**src/rtl/conv_pkg.sv**
```systemverilog
// Shared types and helpers for the convolution result-drain path.
package conv_pkg;

  localparam int unsigned CONV_N = 8;

  // Number of valid convolution results for an image of the given side.
  function automatic int unsigned q_of(input int unsigned side);
    return (side - 2) * (side - 2);
  endfunction

  typedef enum logic [1:0] {
    DRAIN_IDLE  = 2'd0,
    DRAIN_READ  = 2'd1,
    DRAIN_FLUSH = 2'd2
  } drain_state_e;

  typedef struct packed {
    logic              last;
    logic              last_row;
    logic [CONV_N-1:0] data;
  } drain_entry_t;

endpackage

```
**src/rtl/drain_fifo.sv**
```systemverilog
// Small synchronous circular FIFO with occupancy count; head is read combinationally.
module drain_fifo #(
  parameter int unsigned W     = 10,
  parameter int unsigned DEPTH = 4
) (
  input  logic                     clk,
  input  logic                     rst,
  input  logic                     push_i,
  input  logic [W-1:0]             push_data_i,
  input  logic                     pop_i,
  output logic [W-1:0]             head_o,
  output logic [$clog2(DEPTH):0]   count_o
);

  localparam int unsigned AW = $clog2(DEPTH);
  localparam int unsigned CW = AW + 1;

  logic [W-1:0]  mem_q [DEPTH];
  logic [AW-1:0] wr_ptr_q, wr_ptr_d;
  logic [AW-1:0] rd_ptr_q, rd_ptr_d;
  logic [CW-1:0] count_q, count_d;
  logic          do_push_c, do_pop_c;

  assign do_push_c = push_i && (count_q != CW'(DEPTH));
  assign do_pop_c  = pop_i && (count_q != '0);

  always_comb begin
    wr_ptr_d = wr_ptr_q;
    rd_ptr_d = rd_ptr_q;
    count_d  = count_q;
    if (do_push_c) wr_ptr_d = wr_ptr_q + AW'(1);
    if (do_pop_c)  rd_ptr_d = rd_ptr_q + AW'(1);
    if (do_push_c && !do_pop_c)      count_d = count_q + CW'(1);
    else if (!do_push_c && do_pop_c) count_d = count_q - CW'(1);
  end

  always_ff @(posedge clk or posedge rst) begin
    if (rst) begin
      wr_ptr_q <= '0;
      rd_ptr_q <= '0;
      count_q  <= '0;
    end else begin
      wr_ptr_q <= wr_ptr_d;
      rd_ptr_q <= rd_ptr_d;
      count_q  <= count_d;
    end
  end

  // Storage needs no reset: nothing is visible until count is non-zero.
  always_ff @(posedge clk) begin
    if (do_push_c) mem_q[wr_ptr_q] <= push_data_i;
  end

  assign head_o  = mem_q[rd_ptr_q];
  assign count_o = count_q;

endmodule

```
**src/rtl/conv_drain.sv**
```systemverilog
// Drains a finished convolution frame from the result RAM, applies optional
// ReLU, and streams it out with row/frame markers under credit-based flow control.
module conv_drain #(
  parameter int unsigned p     = 5,
  parameter int unsigned m     = 6,
  parameter int unsigned n     = 8,
  parameter int unsigned DEPTH = 4
) (
  input  logic         clk,
  input  logic         rst,
  input  logic         done,
  input  logic         relu_en,
  output logic         conv_rd,
  output logic [m-1:0] conv_adr,
  input  logic [n-1:0] conv_data,
  output logic         out_valid,
  input  logic         out_ready,
  output logic [n-1:0] out_data,
  output logic         out_last_row,
  output logic         out_last,
  output logic         busy,
  output logic         overrun
);
  import conv_pkg::*;

  localparam int unsigned Q    = q_of(p);
  localparam int unsigned CW   = (p - 2 > 1) ? $clog2(p - 2) : 1;
  localparam int unsigned EW   = $bits(drain_entry_t);
  localparam int unsigned CNTW = $clog2(DEPTH) + 1;
  localparam int unsigned CRW  = CNTW + 1;

  drain_state_e  state_q, state_d;
  logic [m-1:0]  idx_q, idx_d;
  logic [CW-1:0] row_q, row_d;
  logic [CW-1:0] col_q, col_d;
  logic          relu_q, relu_d;
  logic          inflight_q;
  logic          overrun_q;

  logic            issue_c;
  logic            credit_c;
  logic            pop_c;
  logic [CNTW-1:0] count_c;
  logic [CRW-1:0]  used_c;
  logic [n-1:0]    word_c;
  drain_entry_t    push_entry_c;
  drain_entry_t    head_entry_c;
  logic [EW-1:0]   head_bits_c;

  // Words already in the FIFO plus the read still in flight must fit.
  assign used_c   = CRW'(count_c) + CRW'(inflight_q);
  assign credit_c = used_c < CRW'(DEPTH);

  always_comb begin
    state_d = state_q;
    idx_d   = idx_q;
    relu_d  = relu_q;
    row_d   = row_q;
    col_d   = col_q;
    issue_c = 1'b0;

    if (inflight_q) begin
      if (col_q == CW'(p - 3)) begin
        col_d = '0;
        row_d = row_q + CW'(1);
      end else begin
        col_d = col_q + CW'(1);
      end
    end

    unique case (state_q)
      DRAIN_IDLE: begin
        if (done) begin
          relu_d  = relu_en;
          idx_d   = '0;
          row_d   = '0;
          col_d   = '0;
          state_d = DRAIN_READ;
        end
      end
      DRAIN_READ: begin
        if (credit_c) begin
          issue_c = 1'b1;
          idx_d   = idx_q + m'(1);
          if (idx_q == m'(Q - 1)) state_d = DRAIN_FLUSH;
        end
      end
      DRAIN_FLUSH: begin
        if ((count_c == '0) && !inflight_q) state_d = DRAIN_IDLE;
      end
      default: state_d = DRAIN_IDLE;
    endcase
  end

  always_ff @(posedge clk or posedge rst) begin
    if (rst) begin
      state_q    <= DRAIN_IDLE;
      idx_q      <= '0;
      row_q      <= '0;
      col_q      <= '0;
      relu_q     <= 1'b0;
      inflight_q <= 1'b0;
      overrun_q  <= 1'b0;
    end else begin
      state_q    <= state_d;
      idx_q      <= idx_d;
      row_q      <= row_d;
      col_q      <= col_d;
      relu_q     <= relu_d;
      inflight_q <= issue_c;
      overrun_q  <= done && (state_q != DRAIN_IDLE);
    end
  end

  // RAM data is only meaningful the cycle after a read strobe.
  assign word_c                = (relu_q && conv_data[n-1]) ? '0 : conv_data;
  assign push_entry_c.data     = CONV_N'(word_c);
  assign push_entry_c.last_row = (col_q == CW'(p - 3));
  assign push_entry_c.last     = (row_q == CW'(p - 3)) && (col_q == CW'(p - 3));

  assign pop_c = out_valid && out_ready;

  drain_fifo #(
    .W     (EW),
    .DEPTH (DEPTH)
  ) u_fifo (
    .clk         (clk),
    .rst         (rst),
    .push_i      (inflight_q),
    .push_data_i (push_entry_c),
    .pop_i       (pop_c),
    .head_o      (head_bits_c),
    .count_o     (count_c)
  );

  assign head_entry_c = drain_entry_t'(head_bits_c);

  assign conv_rd      = issue_c;
  assign conv_adr     = idx_q;
  assign out_valid    = (count_c != '0);
  assign out_data     = out_valid ? n'(head_entry_c.data) : '0;
  assign out_last_row = out_valid && head_entry_c.last_row;
  assign out_last     = out_valid && head_entry_c.last;
  assign busy         = (state_q != DRAIN_IDLE);
  assign overrun      = overrun_q;

endmodule
```
**config.mk**
```make
export PLATFORM = sky130hd
export DESIGN_NAME = conv_drain
export DESIGN_NICKNAME = d
export VERILOG_FILES = /design/src/rtl/conv_pkg.sv /design/src/rtl/drain_fifo.sv /design/src/rtl/conv_drain.sv
export SDC_FILE = /design/constraint.sdc
export NUM_CORES = 1
export LEC_CHECK = 0
export CAP_MARGIN = 20
export CORE_MARGIN = 5
export CORE_UTILIZATION = 40
export CTS_CLUSTER_SIZE = 16
export DETAILED_ROUTE_END_ITERATION = 8
export SLEW_MARGIN = 20
export SYNTH_ARGS = -nofsm -noshare
export SYNTH_HDL_FRONTEND = slang
export SYNTH_SLANG_ARGS = --single-unit
```
**constraint.sdc**
```tcl
create_clock -name clk -period 3.5 [get_ports clk]
set_input_delay 0.7 -clock clk [delete_from_list [all_inputs] [get_ports clk]]
set_output_delay 0.7 -clock clk [all_outputs]
set_load 0.03 [all_outputs]
```
=== Word-level counts from Yosys, hierarchy flattened ===
Memories as Yosys holds them, arrays and structs flattened.
Cells that the tools add are included.

* Add/subtract/negate cells: 8
* Multiply operators: 0
* Div/mod/pow operators: 0
* Magnitude comparators: 1
* Equal/unequal tests: 10
* Shifts and indexed selects: 0
* Muxes and demuxes: 24
* Bitwise logic cells: 0
* Reduce and logical (&&, ||, !) cells: 23

{| class="wikitable"
|+ Operator list
! kind !! count
|-
| $mux 2 || 12
|-
| $mux 8 || 2
|-
| $mux 6 || 2
|-
| $pmux 6 s2 || 1
|-
| $logic_and 1x1->1 || 11
|-
| $add 2x1->2 const B || 4
|-
| $ne 2x2->1 const B || 4
|-
| $add 6x1->6 const B || 1
|-
| $eq 2x2->1 const B || 3
|-
| $eq 6x4->1 const B || 1
|-
| $mux 3 || 2
|-
| $pmux 2 s3 || 1
|-
| $reduce_bool 2->1 || 3
|-
| $add 3x1->4 || 1
|-
| $lt 4x3->1 const B || 1
|-
| $mux 1 || 4
|-
| $reduce_and 4->1 || 1
|-
| $add 3x1->3 const B || 1
|-
| $logic_not 1->1 || 3
|-
| $logic_not 3->1 || 1
|-
| $ne 3x3->1 const B || 1
|-
| $reduce_and 3->1 || 1
|-
| $reduce_bool 3->1 || 1
|-
| $sub 3x1->3 const B || 1
|-
| 3 further kinds || 3
|}

* Register bits after elaboration: 22
* Latch bits: 0
* Memory bits (writable): 40
* Memory bits (read-only): 0
* Bits of input ports: 13
* Output and inout port bits: 20
* Logic and storage cells: 77
* Memories kept: 1

{| class="wikitable"
|+ Memories
! memory !! depth !! bits a word !! read ports !! clocked after Yosys merged registers in !! write ports !! RTL line !! RTL
|-
| u_fifo.mem_q || 4 || 10 || 1 || 0 || 1 || drain_fifo.sv:18 || <nowiki>logic [W-1:0] mem_q [DEPTH];</nowiki>
|}

=== Depth between registers and ports, before layout ===
* Word-level depth: 6
* Mapped depth: 8
* Depth with buffers taken out: 8

=== Cells and area by module ===
A second synthesis with hierarchy kept.

* Cells, all modules: 186
* Area, all modules: 2,771.4 µm²

{| class="wikitable"
|+ By module, submodules not included
! module !! times used !! cells an instance !! area an instance (µm²) !! sequential area each (µm²)
|-
| drain_fifo || 1 || 86 || 1,868.0 || 1,376.3
|-
| conv_drain || 1 || 100 || 903.4 || 375.4
|}

=== Worst setup path before layout ===
OpenSTA, ideal clock, no wires.

* Kind: reg2out
* Start: register u_fifo.count_q[0] (netlist: u_fifo.count_o[0])
* End: output out_data[0]
* Arrival: 1.445 ns
* Data required time: 2.800 ns
* Setup slack: 1.355 ns
* Cell stages (with the launch flop): 4
* Buffers on the path: 1
* Cells stage by stage: dfrtp_1 or3_1 clkbuf_1 and2_1

* Cells in the longest elaborated chain, start to end: 2

{| class="wikitable"
|+ Ends and longest elaborated chain
! what !! RTL line !! RTL
|-
| start: declaration || drain_fifo.sv:21 || <nowiki>logic [CW-1:0] count_q, count_d;</nowiki>
|-
| start signal: assignment || drain_fifo.sv:45 || <nowiki>count_q <= count_d;</nowiki>
|-
| $reduce_bool 3->1 || conv_drain.sv:140 || <nowiki>assign out_valid = (count_c != '0);</nowiki>
|-
| net out_valid || conv_drain.sv:16 || <nowiki>output logic out_valid,</nowiki>
|-
| $mux 8 || conv_drain.sv:141 || <nowiki>assign out_data = out_valid ? n'(head_entry_c.data) : '0;</nowiki>
|-
| end: declaration || conv_drain.sv:18 || <nowiki>output logic [n-1:0] out_data,</nowiki>
|}

The timed path passes the listed nets, and every way through them passes these cells.

=== Final worst setup path ===
* Start: register u_fifo.rd_ptr_q[0]
* End: output out_last

* Cells in the longest elaborated chain, start to end: 2

{| class="wikitable"
|+ Ends and longest elaborated chain
! what !! RTL line !! RTL
|-
| start: declaration || drain_fifo.sv:20 || <nowiki>logic [AW-1:0] rd_ptr_q, rd_ptr_d;</nowiki>
|-
| start signal: assignment || drain_fifo.sv:44 || <nowiki>rd_ptr_q <= rd_ptr_d;</nowiki>
|-
| $mem_v2 4x10 || -- ||
|-
| $logic_and 1x1->1 || conv_drain.sv:143 || <nowiki>assign out_last = out_valid && head_entry_c.last;</nowiki>
|-
| end: declaration || conv_drain.sv:20 || <nowiki>output logic out_last,</nowiki>
|}

Every way passes these cells.

==> run_results.csv <==
group,metric,value,unit
outcome,status,"finished clean",
final_layout,n_fill_cell,570,
timing,period_minus_slack,3.06,ns
place,placed_cell_area,3180,µm²
final_layout,drive_gt1_frac,0.156,
cts,cts_resized,0,
floorplan,rows,30,
setup_path,cp_max_fo,7,
cts,insertion_delay,0.33,ns
final_layout,antennaDiodeCount,0,
synthesis,syn_inst,187,
global_routing,grt_pass1_vias,1528,
synthesis,synth_area,2770,µm²
setup_path,worstPathArrival,2.36,ns
final_layout,fin_cells,311,
floorplan,start_util,0.410,
setup_path,cp.buffers_inverters,2,
synthesis,yosysUniqueCellTypes,39,
global_routing,grt_usage,0.120,
place,dp_hpwl,3270,µm
cts,post_cts_buffers,0,
timing,relSlewSlack,0.415,
timing,final_max_slew_viol_count,0,
hold_path,hp-start,"row_q[1]$_DFF_PP0_",
cts,clockBufferDepth,2,
hold_path,holdPathEnd,"row_q[1]$_DFF_PP0_",
route,drc,0,
setup_path,path_delay_family,"buffers and inverters",
final_layout,num-nets-final,248,
route,antenna_left,0,
place,port_buffers,32,
run,maxCapViolCount,0,
global_routing,grt-ovfl-total,0,
synthesis,synth_area_per_cell,14.8,µm²
power_and_ir_drop,total_power,3.12,mW
setup_path,r2r_end,"u_fifo.count_o[2]$_DFFE_PP0P_",
cts,ctsHtreeMaxLevel,3,
setup_path,r2r_slack,1.13,ns
setup_path,r2r_cells,8,
floorplan,coreArea,6760,µm²
cts,clockRootBuffer,"clkbuf_8",
timing,fmax,327,MHz
timing,fin_crit_sh,0.875,
route,vias,1527,
timing,setup_viol,0,
synthesis,seq_area_frac_synth,0.632,
timing,finClkSkew,0.00950,ns
floorplan,dieHeight,93.2,µm
route,route.met2.wl,2240,µm
global_routing,grt_max_degree,23,
timing,tightest_slew,0.877,ns
cts,hold_buffers,0,
synthesis,ys_ff_latch,62,
synthesis,synth-main-ff-cell,"edfxtp_1",
floorplan,die_w,93.2,µm
power_and_ir_drop,leakage,1.25,nW
setup_path,required,2.80,ns
place,dpl.cell_count,295,
cts,clk_pin_slew_worst_paths,0.07,ns
timing,setup-tns-final,0,ns
route,first_pass_iters,4,
timing,rsz0062_at_grt,"false",
route,initialDrtViolationCount,59,
setup_path,critPathMaxStageDelay,0.58,ns
place,gp_congestion,0.710,
final_layout,syn2layout_area_growth,21.3,%
route,dr_wl_met3,139,µm
synthesis,synth_edf_count,40,
setup_path,reg2reg_from,"u_fifo.count_o[0]$_DFFE_PP0P_",
setup_path,critPathCaptureType,"output port",
route,routed_via_density,4.91,
route,finalWirelength,4690,µm
synthesis,ys_async_sr_fraction,0.355,
final_layout,final_area,3360,µm²
setup_path,cp-start-kind,"register",
final_layout,final_util,0.497,
setup_path,crit_chain,"buf_4 -> mux4_2 -> and2_1 -> clkdlybuf4s50_1",
timing,finalHoldViolations,0,
timing,finalWorstSetupSlack,0.437,ns
route,drt-wirelength-per-cell,15.1,µm
setup_path,cpMaxStageDelayCell,"clkdlybuf4s50_1",
timing,hold_ws,0.532,ns
global_routing,antenna_found_initial,0,
floorplan,die_area,8690,µm²
cts,cts.sinks,62,
setup_path,crit_type,"register to output port",
route,routed.top_layer,"met4",
floorplan,ios,33,
cts,cts_buffers,9,
power_and_ir_drop,peakVddDrop,0.000315,V
hold_path,holdCritPathClass,"register to register",
power_and_ir_drop,p_per_area,929,nW/µm²
global_routing,grt_pass1_wl,7600,µm
synthesis,synth_fp_nets,209,
hold_path,min_path_cells,2,
place,post-place-ws,0.768,ns
cts,cts_tree,"built",
final_layout,final_common_cell,"edfxtp_1",
route,wl_met1,2200,µm
synthesis,synth_warnings,0,
final_layout,final_cell_mix,"edfxtp_1 (40), clkdlybuf4s50_1 (32), and2_1 (23)",
[where the power goes]
part / total [mW] / switching (mW) / internal (mW)
Sequential: 1.21 / 0.189 / 1.02
Clock: 0.584 / 0.259 / 0.326
Combinational: 1.33 / 0.689 / 0.637
[worst reg2reg max path, stage by stage (launching register included)]
cell and delay, ns:
dfrtp_1 0.47, or3_1 0.57, nand2_1 0.19, ha_1 0.20
inv_1 0.07, fa_1 0.39, xor2_1 0.15, nor2_1 0.11
xor2_1 0.14
[synth_stat cells, types with 2 or more instances]
cell type  number  share of area
mux2_2          3          0.012
xnor2_1         5          0.016
xor2_1          2         0.0063
clkbuf_1        4         0.0054
nor2_1          7         0.0095
a21oi_1         2         0.0036
inv_1           8          0.011
nand3_1         7          0.013
or2_2           2         0.0045
nand2b_1        2         0.0045
edfxtp_1       40           0.43
and2_1         23          0.052
o21ai_0         3         0.0054
ha_1            8          0.036
mux4_2         10          0.081
mux2i_1         5          0.018
dfrtp_1        22           0.20
nand3b_1        2         0.0054
nor2b_1         2         0.0045
nand2_1        10          0.014
nor3_1          2         0.0036
[layer usage]
metal  global-route usage  up-vias
li1                     -      755
met4               0.0769        0
met2                0.184       23
met3               0.0346        8
met5                    0        -
met1                0.148      741
[state kept, by name, indices dropped and copies added, names as in the netlist]
name	flops
relu_q	1
u_fifo.rd_ptr_q	2
inflight_q	1
u_fifo.mem_q	40
conv_adr	6
state_q	2
col_q	2
overrun	1
u_fifo.wr_ptr_q	2
u_fifo.count_o	3
row_q	2
[cell families (layout without fill, tap and decap cells)]
group                    count (synthesis)  in the layout  synth area share
adder cells (fa/ha/maj)                  9              9            0.0434
AO/OA/AOI/OAI                           10             10            0.0244
flip-flops                              62             62             0.632
buffers and inverters                   13             57            0.0190
XOR/XNOR                                 7              7            0.0221
AND/OR/NAND/NOR                         68             68             0.147
multiplexers                            18             18             0.112
[final cells by class]
class,count,area (µm²),share of cell area
repair buffers,33,328,0.0976
flip-flops and latches,62,1750,0.521
inverters,8,30.0,0.00894
well taps,80,100,0.0298
clock inverters,5,52.6,0.0156
clock buffers,11,131,0.0391
multi-input cells,112,966,0.288
[worst max-delay path by stage]
stage                                    from  cells after the start  slack (ns)     endpoint
2_1_floorplan   u_fifo.count_o[0]$_DFFE_PP0P_                      3        1.36  out_data[0]
3_5_place_dp   u_fifo.rd_ptr_q[0]$_DFFE_PP0P_                      4        0.77  out_data[0]
5_1_grt        u_fifo.rd_ptr_q[0]$_DFFE_PP0P_                      4        0.30     out_last
6_report       u_fifo.rd_ptr_q[0]$_DFFE_PP0P_                      4        0.44     out_last
3_3_place_gp   u_fifo.rd_ptr_q[0]$_DFFE_PP0P_                      4        0.79  out_data[6]
4_1_cts        u_fifo.rd_ptr_q[0]$_DFFE_PP0P_                      4        0.40  out_data[0]
Note: power is estimated with default switching activity, not from simulation.
